==> config.mk <==
export PLATFORM = sky130hd
export DESIGN_NAME = mem_arbiter_flat
export DESIGN_NICKNAME = d
export VERILOG_FILES = /design/src/rtl/mem_arb_pkg.sv /design/src/rtl/mem_arbiter_if.sv /design/src/rtl/mem_arb_timer.sv /design/src/rtl/mem_arbiter.sv /design/src/flat_wrapper.sv
export SDC_FILE = /design/constraint.sdc
export NUM_CORES = 1
export LEC_CHECK = 0
export ABC_AREA = 1
export CAP_MARGIN = 40
export CORE_MARGIN = 2
export CORE_UTILIZATION = 44
export DETAILED_ROUTE_END_ITERATION = 16
export GPL_TIMING_DRIVEN = 0
export PLACE_DENSITY = 0.81
export SYNTH_ARGS = -nofsm -noshare
export SYNTH_HDL_FRONTEND = slang
export SYNTH_HIERARCHICAL = 1
export SYNTH_SLANG_ARGS = --single-unit
export TNS_END_PERCENT = 50
==> constraint.sdc <==
create_clock -name clk -period 4.9 [get_ports clk]
set_input_delay 0.49 -clock clk [delete_from_list [all_inputs] [get_ports clk]]
set_output_delay 0.49 -clock clk [all_outputs]
set_load 0.02 [all_outputs]
==> src/rtl/mem_arb_pkg.sv <==
`default_nettype none
// ============================================================================
//  Module   : mem_arb_pkg
//  Purpose  : Shared definitions for the instruction/data memory arbiter:
//             FSM state encoding, grant identifiers and timer width.
//  Revision : 1.0 - initial release
// ============================================================================
package mem_arb_pkg;

    typedef enum logic [1:0] {
        IDLE   = 2'd0,
        I_BUSY = 2'd1,
        D_BUSY = 2'd2
    } state_t;

    // Grant identifiers, also the encoding of the round-robin history bit
    localparam logic GNT_I = 1'b0;
    localparam logic GNT_D = 1'b1;

    // Wait counter width, wide enough for the largest legal TIMEOUT (65535)
    localparam int TMR_W = 16;

endpackage : mem_arb_pkg
`default_nettype wire

==> src/rtl/mem_arbiter_if.sv <==
`default_nettype none
// ============================================================================
//  Module   : mem_arbiter_if
//  Purpose  : Memory-side bus between the arbiter and the memory.
//  Ports    : m_req/m_we/m_addr/m_wdata driven by the arbiter (master),
//             m_rdata/m_ready driven by the memory (slave).
//  Revision : 1.0 - initial release
// ============================================================================
interface mem_arbiter_if #(
    parameter int DW = 32,
    parameter int AW = 32
);
    logic          m_req;
    logic          m_we;
    logic [AW-1:0] m_addr;
    logic [DW-1:0] m_wdata;
    logic [DW-1:0] m_rdata;
    logic          m_ready;

    modport master (
        output m_req, m_we, m_addr, m_wdata,
        input  m_rdata, m_ready
    );

    modport slave (
        input  m_req, m_we, m_addr, m_wdata,
        output m_rdata, m_ready
    );
endinterface : mem_arbiter_if
`default_nettype wire

==> src/rtl/mem_arb_timer.sv <==
`default_nettype none
// ============================================================================
//  Module   : mem_arb_timer
//  Purpose  : Wait counter for an outstanding memory transaction with a
//             terminal-count compare.
//  Ports    : clk, reset (async, active-high)
//             clr     - clear the count (on grant)
//             en      - count one waiting cycle
//             expired - count has reached TIMEOUT-1, so one more waiting
//                       cycle reaches TIMEOUT
//  Revision : 1.0 - initial release
// ============================================================================
module mem_arb_timer
    import mem_arb_pkg::*;
#(
    parameter int TIMEOUT = 255
) (
    input  wire logic clk,
    input  wire logic reset,
    input  wire logic clr,
    input  wire logic en,
    output logic      expired
);

    logic [TMR_W-1:0] r_count;

    always_ff @(posedge clk or posedge reset) begin
        if (reset) begin
            r_count <= '0;
        end else if (clr) begin
            r_count <= '0;
        end else if (en) begin
            r_count <= r_count + TMR_W'(1);
        end
    end

    // Flagged one cycle early so the abort decision and the final wait cycle
    // coincide; the transaction is aborted before the count could wrap.
    assign expired = (r_count == TMR_W'(TIMEOUT - 1));

endmodule : mem_arb_timer
`default_nettype wire

==> src/rtl/mem_arbiter.sv <==
`default_nettype none
// ============================================================================
//  Module   : mem_arbiter
//  Purpose  : Arbitrates an instruction-fetch port and a data port onto a
//             single memory bus, one transaction at a time, with a wait
//             timeout that aborts a stalled transaction.
//  Ports    : clk, reset (async, active-high)
//             i_req/i_addr/i_rdata/i_ack                  - fetch port
//             d_req/d_we/d_addr/d_wdata/d_rdata/d_ack     - data port
//             mem (mem_arbiter_if.master)                 - memory bus
//             bus_err - pulses with the ack of a timed-out transaction
//  Config   : ARB_ROUND_ROBIN_EN - when defined, simultaneous requests
//             alternate between ports; otherwise data always wins.
//  Revision : 1.0 - initial release
// ============================================================================
module mem_arbiter
    import mem_arb_pkg::*;
#(
    parameter int DW      = 32,
    parameter int AW      = 32,
    parameter int TIMEOUT = 255
) (
    input  wire logic          clk,
    input  wire logic          reset,

    input  wire logic          i_req,
    input  wire logic [AW-1:0] i_addr,
    output logic      [DW-1:0] i_rdata,
    output logic               i_ack,

    input  wire logic          d_req,
    input  wire logic          d_we,
    input  wire logic [AW-1:0] d_addr,
    input  wire logic [DW-1:0] d_wdata,
    output logic      [DW-1:0] d_rdata,
    output logic               d_ack,

    output logic               bus_err,

    mem_arbiter_if.master      mem
);

    state_t        r_state, w_state_nxt;
    logic          r_m_req, w_m_req_nxt;
    logic          r_m_we, w_m_we_nxt;
    logic [AW-1:0] r_m_addr, w_m_addr_nxt;
    logic [DW-1:0] r_m_wdata, w_m_wdata_nxt;
    logic [DW-1:0] r_i_rdata, w_i_rdata_nxt;
    logic [DW-1:0] r_d_rdata, w_d_rdata_nxt;
    logic          r_i_ack, w_i_ack_nxt;
    logic          r_d_ack, w_d_ack_nxt;
    logic          r_bus_err, w_bus_err_nxt;

    logic          w_grant_d;
    logic          w_tmr_clr;
    logic          w_tmr_en;
    logic          w_tmr_expired;

    // ------------------------------------------------------------------
    // Arbitration between the two ports while idle
    // ------------------------------------------------------------------
`ifdef ARB_ROUND_ROBIN_EN
    logic r_last_grant;

    // Every grant (contested or not) updates the history bit
    always_ff @(posedge clk or posedge reset) begin
        if (reset) begin
            r_last_grant <= GNT_D;
        end else if (r_state == IDLE && (i_req || d_req)) begin
            r_last_grant <= w_grant_d ? GNT_D : GNT_I;
        end
    end

    assign w_grant_d = d_req && (!i_req || (r_last_grant == GNT_I));
`else
    assign w_grant_d = d_req;
`endif

    // ------------------------------------------------------------------
    // Wait timer
    // ------------------------------------------------------------------
    mem_arb_timer #(
        .TIMEOUT (TIMEOUT)
    ) u_timer (
        .clk     (clk),
        .reset   (reset),
        .clr     (w_tmr_clr),
        .en      (w_tmr_en),
        .expired (w_tmr_expired)
    );

    // ------------------------------------------------------------------
    // State and registered outputs
    // ------------------------------------------------------------------
    always_ff @(posedge clk or posedge reset) begin
        if (reset) begin
            r_state   <= IDLE;
            r_m_req   <= 1'b0;
            r_m_we    <= 1'b0;
            r_m_addr  <= '0;
            r_m_wdata <= '0;
            r_i_rdata <= '0;
            r_d_rdata <= '0;
            r_i_ack   <= 1'b0;
            r_d_ack   <= 1'b0;
            r_bus_err <= 1'b0;
        end else begin
            r_state   <= w_state_nxt;
            r_m_req   <= w_m_req_nxt;
            r_m_we    <= w_m_we_nxt;
            r_m_addr  <= w_m_addr_nxt;
            r_m_wdata <= w_m_wdata_nxt;
            r_i_rdata <= w_i_rdata_nxt;
            r_d_rdata <= w_d_rdata_nxt;
            r_i_ack   <= w_i_ack_nxt;
            r_d_ack   <= w_d_ack_nxt;
            r_bus_err <= w_bus_err_nxt;
        end
    end

    // ------------------------------------------------------------------
    // Next-state and next-output logic
    // ------------------------------------------------------------------
    always_comb begin
        w_state_nxt   = r_state;
        w_m_req_nxt   = r_m_req;
        w_m_we_nxt    = r_m_we;
        w_m_addr_nxt  = r_m_addr;
        w_m_wdata_nxt = r_m_wdata;
        w_i_rdata_nxt = r_i_rdata;
        w_d_rdata_nxt = r_d_rdata;
        w_i_ack_nxt   = 1'b0;
        w_d_ack_nxt   = 1'b0;
        w_bus_err_nxt = 1'b0;
        w_tmr_clr     = 1'b0;
        w_tmr_en      = 1'b0;

        case (r_state)
            IDLE: begin
                // The memory bus is only updated here, so it stays stable
                // for the whole transaction whatever the requesters do.
                if (w_grant_d) begin
                    w_state_nxt   = D_BUSY;
                    w_m_req_nxt   = 1'b1;
                    w_m_we_nxt    = d_we;
                    w_m_addr_nxt  = d_addr;
                    w_m_wdata_nxt = d_wdata;
                    w_tmr_clr     = 1'b1;
                end else if (i_req) begin
                    w_state_nxt   = I_BUSY;
                    w_m_req_nxt   = 1'b1;
                    w_m_we_nxt    = 1'b0;
                    w_m_addr_nxt  = i_addr;
                    w_m_wdata_nxt = '0;
                    w_tmr_clr     = 1'b1;
                end
            end

            I_BUSY: begin
                w_tmr_en = !mem.m_ready;
                if (mem.m_ready) begin
                    w_i_rdata_nxt = mem.m_rdata;
                    w_i_ack_nxt   = 1'b1;
                    w_m_req_nxt   = 1'b0;
                    w_state_nxt   = IDLE;
                end else if (w_tmr_expired) begin
                    w_i_rdata_nxt = '0;
                    w_i_ack_nxt   = 1'b1;
                    w_bus_err_nxt = 1'b1;
                    w_m_req_nxt   = 1'b0;
                    w_state_nxt   = IDLE;
                end
            end

            D_BUSY: begin
                w_tmr_en = !mem.m_ready;
                if (mem.m_ready) begin
                    // Stores leave the load-data register untouched
                    if (!r_m_we) begin
                        w_d_rdata_nxt = mem.m_rdata;
                    end
                    w_d_ack_nxt   = 1'b1;
                    w_m_req_nxt   = 1'b0;
                    w_state_nxt   = IDLE;
                end else if (w_tmr_expired) begin
                    w_d_rdata_nxt = '0;
                    w_d_ack_nxt   = 1'b1;
                    w_bus_err_nxt = 1'b1;
                    w_m_req_nxt   = 1'b0;
                    w_state_nxt   = IDLE;
                end
            end

            default: begin
                w_state_nxt = IDLE;
                w_m_req_nxt = 1'b0;
            end
        endcase
    end

    assign mem.m_req   = r_m_req;
    assign mem.m_we    = r_m_we;
    assign mem.m_addr  = r_m_addr;
    assign mem.m_wdata = r_m_wdata;

    assign i_rdata = r_i_rdata;
    assign i_ack   = r_i_ack;
    assign d_rdata = r_d_rdata;
    assign d_ack   = r_d_ack;
    assign bus_err = r_bus_err;

endmodule : mem_arbiter
`default_nettype wire

==> src/flat_wrapper.sv <==
// flat-port wrapper written by rule: the top's interface ports become plain ports
module mem_arbiter_flat import mem_arb_pkg::*;
#(
    parameter int DW      = 32,
    parameter int AW      = 32,
    parameter int TIMEOUT = 255
)
  (clk, reset, i_req, i_addr, i_rdata, i_ack, d_req, d_we, d_addr, d_wdata, d_rdata, d_ack, bus_err, mem_m_req, mem_m_we, mem_m_addr, mem_m_wdata, mem_m_rdata, mem_m_ready);
  mem_arbiter_if #(.DW(DW), .AW(AW)) mem_i ();
  input  wire logic clk;
  input  wire logic reset;
  input  wire logic i_req;
  input  wire logic [AW-1:0] i_addr;
  output logic      [DW-1:0] i_rdata;
  output logic i_ack;
  input  wire logic d_req;
  input  wire logic d_we;
  input  wire logic [AW-1:0] d_addr;
  input  wire logic [DW-1:0] d_wdata;
  output logic      [DW-1:0] d_rdata;
  output logic d_ack;
  output logic bus_err;
  output wire logic [$bits(mem_i.m_req)-1:0] mem_m_req;
  output wire logic [$bits(mem_i.m_we)-1:0] mem_m_we;
  output wire logic [$bits(mem_i.m_addr)-1:0] mem_m_addr;
  output wire logic [$bits(mem_i.m_wdata)-1:0] mem_m_wdata;
  input wire logic [$bits(mem_i.m_rdata)-1:0] mem_m_rdata;
  input wire logic [$bits(mem_i.m_ready)-1:0] mem_m_ready;
  assign mem_m_req = mem_i.m_req;
  assign mem_m_we = mem_i.m_we;
  assign mem_m_addr = mem_i.m_addr;
  assign mem_m_wdata = mem_i.m_wdata;
  assign mem_i.m_rdata = mem_m_rdata;
  assign mem_i.m_ready = mem_m_ready;
  mem_arbiter #(.DW(DW), .AW(AW), .TIMEOUT(TIMEOUT)) u_core (.clk(clk), .reset(reset), .i_req(i_req), .i_addr(i_addr), .i_rdata(i_rdata), .i_ack(i_ack), .d_req(d_req), .d_we(d_we), .d_addr(d_addr), .d_wdata(d_wdata), .d_rdata(d_rdata), .d_ack(d_ack), .bus_err(bus_err), .mem(mem_i));
endmodule
==> flow_summary.toml <==
[status]
outcome = "completed"

[clocking]
worst_skew_pair.late_latency_ns = 0.41
postCtsSetupRepairBufs = 0
cts_max_path_buffers = 2
numCtsBuffers = 17
post_cts_hold_buffer_count = 0
cts_num_sinks = 151
cts_repair_resize_count = 0
clock_tree.htree_level_count = 4
tritoncts = "done"
cts.root.buffer_cell = "clkbuf_16"
clkSlewWorstSetupHoldPaths_ns = 0.06

[layout]
antenna_cells_inserted = 0
layout-area-overhead-vs-synth_pct = 52.2
post_layout_nonfiller_instances = 1350
net_total_in_the_final_layout = 1288
share_of_final_layout_standard_cells_stronger_than_drive_strength_1_pct = 6.45
fin_util_pct = 68.4
final_cell_area_mm2 = 0.0104

[worst_setup_path]
arrival_ns = 2.38
timing.critical_path.fanout_max = 11
worst-r2r-setup-slack_ns = 2.82
timing.critical_path.cells = "inv_1, ha_1, inv_1, nor2_4, buf_2, nor2_4, nor2_4, nand2_2, nor3b_1, nor2_1"
timing.critical_path.slowest_cell_delay_ns = 0.41
cp_slowest_cell = "dfrtp_1"
cp_data_required_time_ns = 5.20
path_common_cell = "nor2_4"
regToRegEndpoint = "u_core/u_timer/r_count[9]"
path_class = "flip-flop to flip-flop"
timing.rr.start = "u_core/r_state[0]"
timing.reg2reg.worst_path_depth = 10
timing.critical_path.from_type = "flip-flop"
element_type_at_the_critical_path_end = "flip-flop"

[pwr]
power_leakage_nw = 5.30
worst_ir_drop_vdd_uv = 262
total_power_mw = 6.33
cellPowerDensity_mw_per_mm2 = 611

[synthesis]
post_synth_instance_area_mm2 = 0.00680
synthesis.nets = 1003
synthCells = 864
ys_types = 25
avgSynthCellArea_um2 = 7.88
postSynthRegisterBits = 151
ys_seq_area_share_pct = 55.5
yosys_warnings = 6

[global_route]
global_route.overflow_total = 0
grt_antenna_before_repair = 0
first_global_vias = 6292
grt_pass1_wl_mm = 30.7
maximum_number_of_pins_on_one_net_before_global_route_repair = 77
grt_usage_pct = 23.8

[die]
rows = 45
core_region_area_mm2 = 0.0151
die_height_um = 128
initial_core_util_pct = 44.9
design.portCount = 267
die_span_x_um = 128
floorplan.die_area_mm2 = 0.0165

[hold_path]
startpoint_of_the_lowest_slack_hold_path = "mem_m_ready"
hold_path_class = "input pin to flip-flop"
hold_path_end = "u_core/i_rdata[26]"
holdPathStages = 3

[place]
post_placement_cell_count = 1318
detailedPlacementHpwl_mm = 14.5
gpl.final_weighted_congestion = 0.818
port_buffers = 265
post_dp_cell_area_mm2 = 0.00972
post_placement_worst_setup_slack_ns = 2.49

[timing]
timing.final.hold_violations = 0
final.setup_skew_ns = 0.0115
worst-slew-pin-transition_ns = 0.598
hold-worst-slack_ns = 0.420
maxSlewViolCount = 0
relSlewSlack_pct = 60.1
rsz0062_at_grt = "false"
setup_viol = 0
setup_ws_ns = 2.82
setup-tns-final_ns = 0
maxClockFrequency_mhz = 480
post-route-min-period_ns = 2.08
layout_worst_path_cycle_share_pct = 42.5

[route]
drt_first_iter_violations = 401
detailed_routing_iterations_pass_1 = 5
drt.antenna.violating_nets = 0
totalWireLength_mm = 19.3
route.detailed.wl_per_inst_um = 14.3
via_count = 6487
remaining_drc_errors = 0
routed_via_density = 4.81

[run]
cap_viol_max_count = 0
-- worst max path at each step --
stage,from,to,cells after the start
CTS,u_core/r_state[0],u_core/u_timer/r_count[9],10
global placement,reset,u_core/mem.m_wdata[25],2
detailed placement,d_req,u_core/u_timer/r_count[9],9
floorplan,reset,u_core/bus_err,1
global route,u_core/r_state[0],u_core/u_timer/r_count[15],12
finish,u_core/r_state[0],u_core/u_timer/r_count[9],10
-- worst max-delay path: cells and delay by family, from the launching register on --
family                   cells  cell delay, ns
flip-flops                   1            0.41
adder cells (fa/ha/maj)      1            0.20
buffers and inverters        3            0.48
AND/OR/NAND/NOR              6            0.88
-- state kept, by name, indices dropped and copies added, names as in the netlist --
name                    count
u_core/bus_err              1
u_core/d_ack                1
u_core/mem.m_wdata         32
u_core/mem.m_req            1
u_core/i_ack                1
u_core/i_rdata             32
u_core/d_rdata             32
u_core/r_state              2
u_core/mem.m_we             1
u_core/u_timer/r_count     16
u_core/mem.m_addr          32
-- routing by layer --
metal	share of wire (%)	up-vias	GRT usage (%)	wire [um]
li1	-	3204	-	-
met1	41	3018	29.4	7960
met2	50	233	40.1	9610
met3	6.5	32	6.15	1260
met4	2.4	0	9.24	453
met5	0	-	0	0
-- placed cells by master (no fill, tap or decap), drive strengths merged --
cell | synthesis | routed
o21bai | 1 | 1
o21ai | 69 | 69
nor3b | 1 | 1
nor4 | 1 | 1
and2 | 1 | 1
buf | 33 | 34
clkbuf | 7 | 28
nor2 | 40 | 40
inv | 91 | 93
clkdlybuf4s50 | 0 | 265
ha | 5 | 5
nand3b | 1 | 1
clkinvlp | 0 | 3
nor3 | 2 | 2
nand4 | 2 | 2
nand3 | 45 | 45
bufinv | 0 | 4
nand2 | 405 | 405
clkinv | 1 | 3
a21oi | 8 | 8
dfrtp | 151 | 151
-- kinds of logic (layout without fill, tap and decap cells) --
| kind of cell | count (synthesis) | after routing | synth area share [%] |
|---|---|---|---|
| buf+inv | 132 | 430 | 8.39 |
| flops | 151 | 151 | 55.5 |
| fa+ha+maj | 5 | 5 | 0.919 |
| simple gates | 498 | 498 | 29.3 |
| compound gates | 78 | 78 | 5.83 |
-- where the power goes --
part / internal (mW) / total, mW / switching (mW)
combinational: 1.28 / 2.90 / 1.62
sequential: 1.76 / 2.04 / 0.284
clock: 0.881 / 1.39 / 0.505
-- layout make-up --
type	instances	area, um2
clock inverter	11	170
timing repair buffer	266	2680
fill	1254	4790
sequential	151	3780
buffer	40	225
multi-input combinational	581	2450
tap	188	235
inverter	92	350
clock buffer	21	460
-- synth_stat cells (all sizes together) --
library cell  count  area share (%)
clkbuf            7            0.39
buf              33             2.9
and2              1           0.092
ha                5            0.92
nand4             2            0.18
o21ai            69             5.1
dfrtp           151              56
nand3            45             3.3
a21oi             8            0.59
nor3b             1            0.11
nor4              1           0.092
nand2           405              22
inv              91             5.0
nand3b            1            0.11
o21bai            1            0.17
nor2             40             2.9
clkinv            1           0.055
nor3              2            0.15
(Power assumes the default switching activity.)
